[src/rtl/elbert_probe_tx.sv]
// Probe snapshot transmitter: on capture, latches the probe inputs and sends one
// 7-byte 8N1 UART frame (sync byte, payload, XOR checksum) on a registered tx line.
module elbert_probe_tx #(
  parameter int CLKS_PER_BIT = 104
) (
  input  logic        clock,
  input  logic        reset_n,
  input  logic        capture,
  input  logic        probe1,
  input  logic [15:0] probe2,
  input  logic [7:0]  probe4,
  input  logic [7:0]  probe5,
  output logic        tx,
  output logic        busy,
  output logic        frame_done
);

  localparam int CW = (CLKS_PER_BIT > 1) ? $clog2(CLKS_PER_BIT) : 1;
  localparam logic [CW-1:0] BAUD_LAST = CW'(CLKS_PER_BIT - 1);
  localparam logic [CW-1:0] BAUD_ZERO = CW'(0);
  localparam logic [CW-1:0] BAUD_ONE  = CW'(1);

  localparam logic [1:0] ST_IDLE  = 2'd0;
  localparam logic [1:0] ST_START = 2'd1;
  localparam logic [1:0] ST_DATA  = 2'd2;
  localparam logic [1:0] ST_STOP  = 2'd3;

  logic [1:0]    state_q, state_d;
  logic [CW-1:0] baud_q, baud_d;
  logic [2:0]    byte_idx_q, byte_idx_d;
  logic [2:0]    bit_idx_q, bit_idx_d;
  logic          snap_p1_q, snap_p1_d;
  logic [15:0]   snap_p2_q, snap_p2_d;
  logic [7:0]    snap_p4_q, snap_p4_d;
  logic [7:0]    snap_p5_q, snap_p5_d;
  logic          tx_q, tx_d;
  logic          busy_q, busy_d;
  logic          done_q, done_d;
  logic [7:0]    cur_byte_s;
  logic          bit_end_s;

  // The sync byte 0xA5 is deliberately excluded from the checksum.
  function automatic logic [7:0] payload_xor(input logic p1, input logic [15:0] p2,
                                             input logic [7:0] p4, input logic [7:0] p5);
    payload_xor = {7'b0000000, p1} ^ p2[15:8] ^ p2[7:0] ^ p4 ^ p5;
  endfunction

  function automatic logic [7:0] frame_byte(input logic [2:0] idx, input logic p1,
                                            input logic [15:0] p2, input logic [7:0] p4,
                                            input logic [7:0] p5);
    case (idx)
      3'd0:    frame_byte = 8'hA5;
      3'd1:    frame_byte = {7'b0000000, p1};
      3'd2:    frame_byte = p2[15:8];
      3'd3:    frame_byte = p2[7:0];
      3'd4:    frame_byte = p4;
      3'd5:    frame_byte = p5;
      3'd6:    frame_byte = payload_xor(p1, p2, p4, p5);
      default: frame_byte = 8'hFF;
    endcase
  endfunction

  assign cur_byte_s = frame_byte(byte_idx_q, snap_p1_q, snap_p2_q, snap_p4_q, snap_p5_q);
  assign bit_end_s  = (baud_q == BAUD_LAST);

  // Next-state logic: tx_d is the level for the bit period starting at the next edge.
  always_comb begin
    state_d    = state_q;
    baud_d     = baud_q;
    byte_idx_d = byte_idx_q;
    bit_idx_d  = bit_idx_q;
    snap_p1_d  = snap_p1_q;
    snap_p2_d  = snap_p2_q;
    snap_p4_d  = snap_p4_q;
    snap_p5_d  = snap_p5_q;
    tx_d       = tx_q;
    busy_d     = busy_q;
    done_d     = 1'b0;
    case (state_q)
      ST_IDLE: begin
        baud_d = BAUD_ZERO;
        if (capture) begin
          snap_p1_d  = probe1;
          snap_p2_d  = probe2;
          snap_p4_d  = probe4;
          snap_p5_d  = probe5;
          byte_idx_d = 3'd0;
          bit_idx_d  = 3'd0;
          state_d    = ST_START;
          tx_d       = 1'b0;
          busy_d     = 1'b1;
        end else begin
          tx_d   = 1'b1;
          busy_d = 1'b0;
        end
      end
      ST_START: begin
        if (bit_end_s) begin
          baud_d    = BAUD_ZERO;
          bit_idx_d = 3'd0;
          state_d   = ST_DATA;
          tx_d      = cur_byte_s[0];
        end else begin
          baud_d = baud_q + BAUD_ONE;
        end
      end
      ST_DATA: begin
        if (bit_end_s) begin
          baud_d = BAUD_ZERO;
          if (bit_idx_q == 3'd7) begin
            state_d = ST_STOP;
            tx_d    = 1'b1;
          end else begin
            bit_idx_d = bit_idx_q + 3'd1;
            tx_d      = cur_byte_s[bit_idx_q + 3'd1];
          end
        end else begin
          baud_d = baud_q + BAUD_ONE;
        end
      end
      ST_STOP: begin
        if (bit_end_s) begin
          baud_d = BAUD_ZERO;
          if (byte_idx_q == 3'd6) begin
            state_d = ST_IDLE;
            busy_d  = 1'b0;
            done_d  = 1'b1;
            tx_d    = 1'b1;
          end else begin
            byte_idx_d = byte_idx_q + 3'd1;
            state_d    = ST_START;
            tx_d       = 1'b0;
          end
        end else begin
          baud_d = baud_q + BAUD_ONE;
        end
      end
      default: begin
        state_d = ST_IDLE;
        baud_d  = BAUD_ZERO;
        tx_d    = 1'b1;
        busy_d  = 1'b0;
      end
    endcase
  end

  // State registers with synchronous active-low reset; tx idles high.
  always_ff @(posedge clock) begin
    if (!reset_n) begin
      state_q    <= ST_IDLE;
      baud_q     <= BAUD_ZERO;
      byte_idx_q <= 3'd0;
      bit_idx_q  <= 3'd0;
      snap_p1_q  <= 1'b0;
      snap_p2_q  <= 16'h0000;
      snap_p4_q  <= 8'h00;
      snap_p5_q  <= 8'h00;
      tx_q       <= 1'b1;
      busy_q     <= 1'b0;
      done_q     <= 1'b0;
    end else begin
      state_q    <= state_d;
      baud_q     <= baud_d;
      byte_idx_q <= byte_idx_d;
      bit_idx_q  <= bit_idx_d;
      snap_p1_q  <= snap_p1_d;
      snap_p2_q  <= snap_p2_d;
      snap_p4_q  <= snap_p4_d;
      snap_p5_q  <= snap_p5_d;
      tx_q       <= tx_d;
      busy_q     <= busy_d;
      done_q     <= done_d;
    end
  end

  assign tx         = tx_q;
  assign busy       = busy_q;
  assign frame_done = done_q;

endmodule

[config.mk]
export PLATFORM = sky130hd
export DESIGN_NAME = elbert_probe_tx
export DESIGN_NICKNAME = d
export VERILOG_FILES = /design/src/rtl/elbert_probe_tx.sv
export SDC_FILE = /design/constraint.sdc
export NUM_CORES = 1
export LEC_CHECK = 0
export CAP_MARGIN = 20
export CORE_MARGIN = 1
export CORE_UTILIZATION = 49
export DETAILED_ROUTE_END_ITERATION = 6
export PLACE_DENSITY = 0.76
export SKIP_CTS_REPAIR_TIMING = 1
export SYNTH_ARGS = -nofsm -noshare
export SYNTH_HDL_FRONTEND = slang
export SYNTH_SLANG_ARGS = --single-unit
[constraint.sdc]
create_clock -name clock -period 1.8 [get_ports clock]
set_input_delay 0.36 -clock clock [delete_from_list [all_inputs] [get_ports clock]]
set_output_delay 0.36 -clock clock [all_outputs]
set_load 0.02 [all_outputs]
==> flow_summary.json <==
{
  "status": "finished, violations left",
  "violations": "setup timing",
  "post-place-cells": 459,
  "cts_root_buffer": "clkbuf_8",
  "dp_slack_ps": -208,
  "crit_end": "tx$_SDFFE_PN1P_",
  "ys_seq_area_frac": 0.368,
  "ys_async_sr_fraction": 0,
  "yosysTopAreaCellShare": 0.368,
  "antenna_left": 0,
  "h-tree-depth": 2,
  "dieWidth_um": 77.2,
  "grt_use_total": 0.233,
  "final_area_sq_um": 3620,
  "finalPower_mw": 4.05,
  "wl_per_cell_um": 14.2,
  "power_leakage_nw": 1.36,
  "core_area_sq_um": 5470,
  "route.detailed.drc": 0,
  "n_fill_cell": 486,
  "hold_violations": 0,
  "grt_pass1_vias": 2392,
  "path_clk_slew_ps": 90,
  "synth_edf_count": 0,
  "fin_crit_sh": 1.05,
  "yosysTopAreaCell": "dfxtp_1",
  "maxSlewHeadroom": 0.669,
  "grt_max_degree": 34,
  "synth_area_sq_um": 2770,
  "hp-start": "bit_idx_q[1]$_SDFFE_PN0P_",
  "worst-r2r-cell-count": 7,
  "rsz0062_at_grt": "true",
  "drt-total-wl_um": 6640,
  "ys_ff_latch": 51,
  "num_io_pins": 39,
  "fin_skew_ps": 2.14,
  "area_growth_pct": 30.7,
  "crit_fanout": 8,
  "regArea_sq_um": 1030,
  "syn_area_per_cell_sq_um": 8.11,
  "finalSetupViolCount": 1,
  "worstSetupPathType": "reg2reg",
  "dieArea_sq_um": 5960,
  "drtPass1Iterations": 4,
  "die_h_um": 77.2,
  "drive_gt1_frac": 0.184,
  "worst_pin_slew_ps": 491,
  "syn-num-nets": 391,
  "dp_hpwl_um": 4880,
  "max_freq_ghz": 0.529,
  "min_period_ps": 1890,
  "viasPerCell": 5.41,
  "hp-class": "reg2reg",
  "rows": 27,
  "initial_core_util": 0.507,
  "cts_buffers": 5,
  "arrival_ps": 2090,
  "synth.area.top_cells": "dfxtp_1 37%, nand2_1 10%, a21oi_1 8.3%, ha_1 5.9%, xnor2_1 5.1%",
  "p_per_area_nw_per_um2": 1120,
  "cts_tree": "yes",
  "multi_input_area_sq_um": 1730,
  "synth_cell_type_count": 47,
  "report.final.slew_viol_count": 0,
  "ys_warn_count": 0,
  "grt_overflow": 0,
  "dr_total_vias": 2534,
  "finalWorstSetupSlack_ps": -90.1,
  "crit-reg2reg-launch": "byte_idx_q[0]$_SDFFE_PN0P_",
  "synth_common_cells": "76 x nand2_1, 51 x dfxtp_1, 46 x a21oi_1",
  "cts_buffer_depth": 2,
  "drv_cap": 0,
  "final_cells": 468,
  "placed_cell_area_sq_um": 3420,
  "diodes": 0,
  "end_kind": "flop",
  "clk_latency_ps": 300,
  "antenna_found_initial": 0,
  "cts_sinks": 51,
  "startpoint_type": "flop",
  "gp_congestion": 0.855,
  "cp-startpoint": "byte_idx_q[0]$_SDFFE_PN0P_",
  "first_iter_violations": 132,
  "portBuffers": 38,
  "final_nets": 444,
  "reg2reg_to": "tx$_SDFFE_PN1P_",
  "r2r_slack_ps": -90,
  "ir_worst_vdd_uv": 534,
  "grt_pass1_wl_um": 11000,
  "worstPathRequired_ps": 2000,
  "netlist_instances": 342,
  "ys.flop_type": "dfxtp_1",
  "hold_slack_ps": 479,
  "synthMostInstantiatedCell": "nand2_1"
}
[logic make-up after synthesis]
group / Yosys count / synth area share
AOI/OAI and AO/OA: 85 / 0.205
adders and majority gates: 13 / 0.0587
muxes: 4 / 0.0144
and+or+nand+nor: 132 / 0.218
DFF: 51 / 0.368
xor gates and xnor gates: 26 / 0.0921
buffers and inverters: 31 / 0.0442
[cell type report]
type	count	share of cell area
Timing Repair Buffer	68	0.171
Clock buffer	6	0.0228
Sequential cell	51	0.285
Inverter	9	0.0100
Multi-Input combinational cell	260	0.477
Tap cell	72	0.0249
Clock inverter	2	0.00967
[how the worst min path moves through the flow]
stage,endpoint,slack (ps),depth (start not counted)
floorplan,baud_q[0]$_SDFF_PP0_,420,1
global placement,bit_idx_q[2]$_SDFFE_PN0P_,460,2
detailed placement,bit_idx_q[1]$_SDFFE_PN0P_,470,2
CTS,bit_idx_q[1]$_SDFFE_PN0P_,480,2
global route,bit_idx_q[2]$_SDFFE_PN0P_,500,2
finish,bit_idx_q[1]$_SDFFE_PN0P_,480,2
[critical path, cell delays in order, from the launching register on]
cell       delay, ps
dfxtp_4          380
ha_4             170
ha_4             190
a221o_1          330
a221oi_2         200
nor3b_2           80
a2111oi_2        360
o21ai_1           80
[stage by stage]
stage / TNS (ps) / util
after floorplan: -67.3 / -
after global placement: -167 / 0.625
after detailed placement: -208 / 0.625
after CTS: -252 / 0.646
after global routing: -356 / 0.662
final: -90.1 / 0.662
[metal layers]
layer / vias up / share of wire / track usage
li1: 1282 / - / -
met1: 1162 / 0.49 / 0.306
met2: 75 / 0.45 / 0.377
met3: 15 / 0.039 / 0.0369
met4: 0 / 0.021 / 0.0981
met5: - / 0 / 0
[registers in the layout (all words and copies together), names as in the netlist]
signal and count:
snap_p1_q 1, byte_idx_q 3, snap_p2_q 16, baud_q 7
state_q 2, snap_p5_q 8, busy 1, snap_p4_q 8
tx 1, bit_idx_q 3, frame_done 1
[power breakdown]
| part | internal (mW) | leakage [nW] | switching, mW |
|---|---|---|---|
| logic | 0.825 | 0.878 | 0.878 |
| clock network | 0.450 | 0.0612 | 0.369 |
| registers | 1.33 | 0.420 | 0.201 |
[cell usage in the layout (no fill, tap or decap), drive strengths merged, types with 2 or more instances in the layout]
cell type,n
ha,13
o21ai,2
a22o,3
a21boi,2
inv,9
clkdlybuf4s50,38
and2,3
o211ai,4
buf,30
a21oi,46
a221o,3
nand2,77
nor4b,2
mux2i,4
xnor3,2
a221oi,6
nor2b,5
a2111oi,2
a311oi,3
nand3,15
xnor2,16
nand2b,4
dfxtp,51
nor2,19
or2,2
xor2,8
a211oi,5
o21bai,2
clkbuf,6
Power figures use the tool's default switching activity.
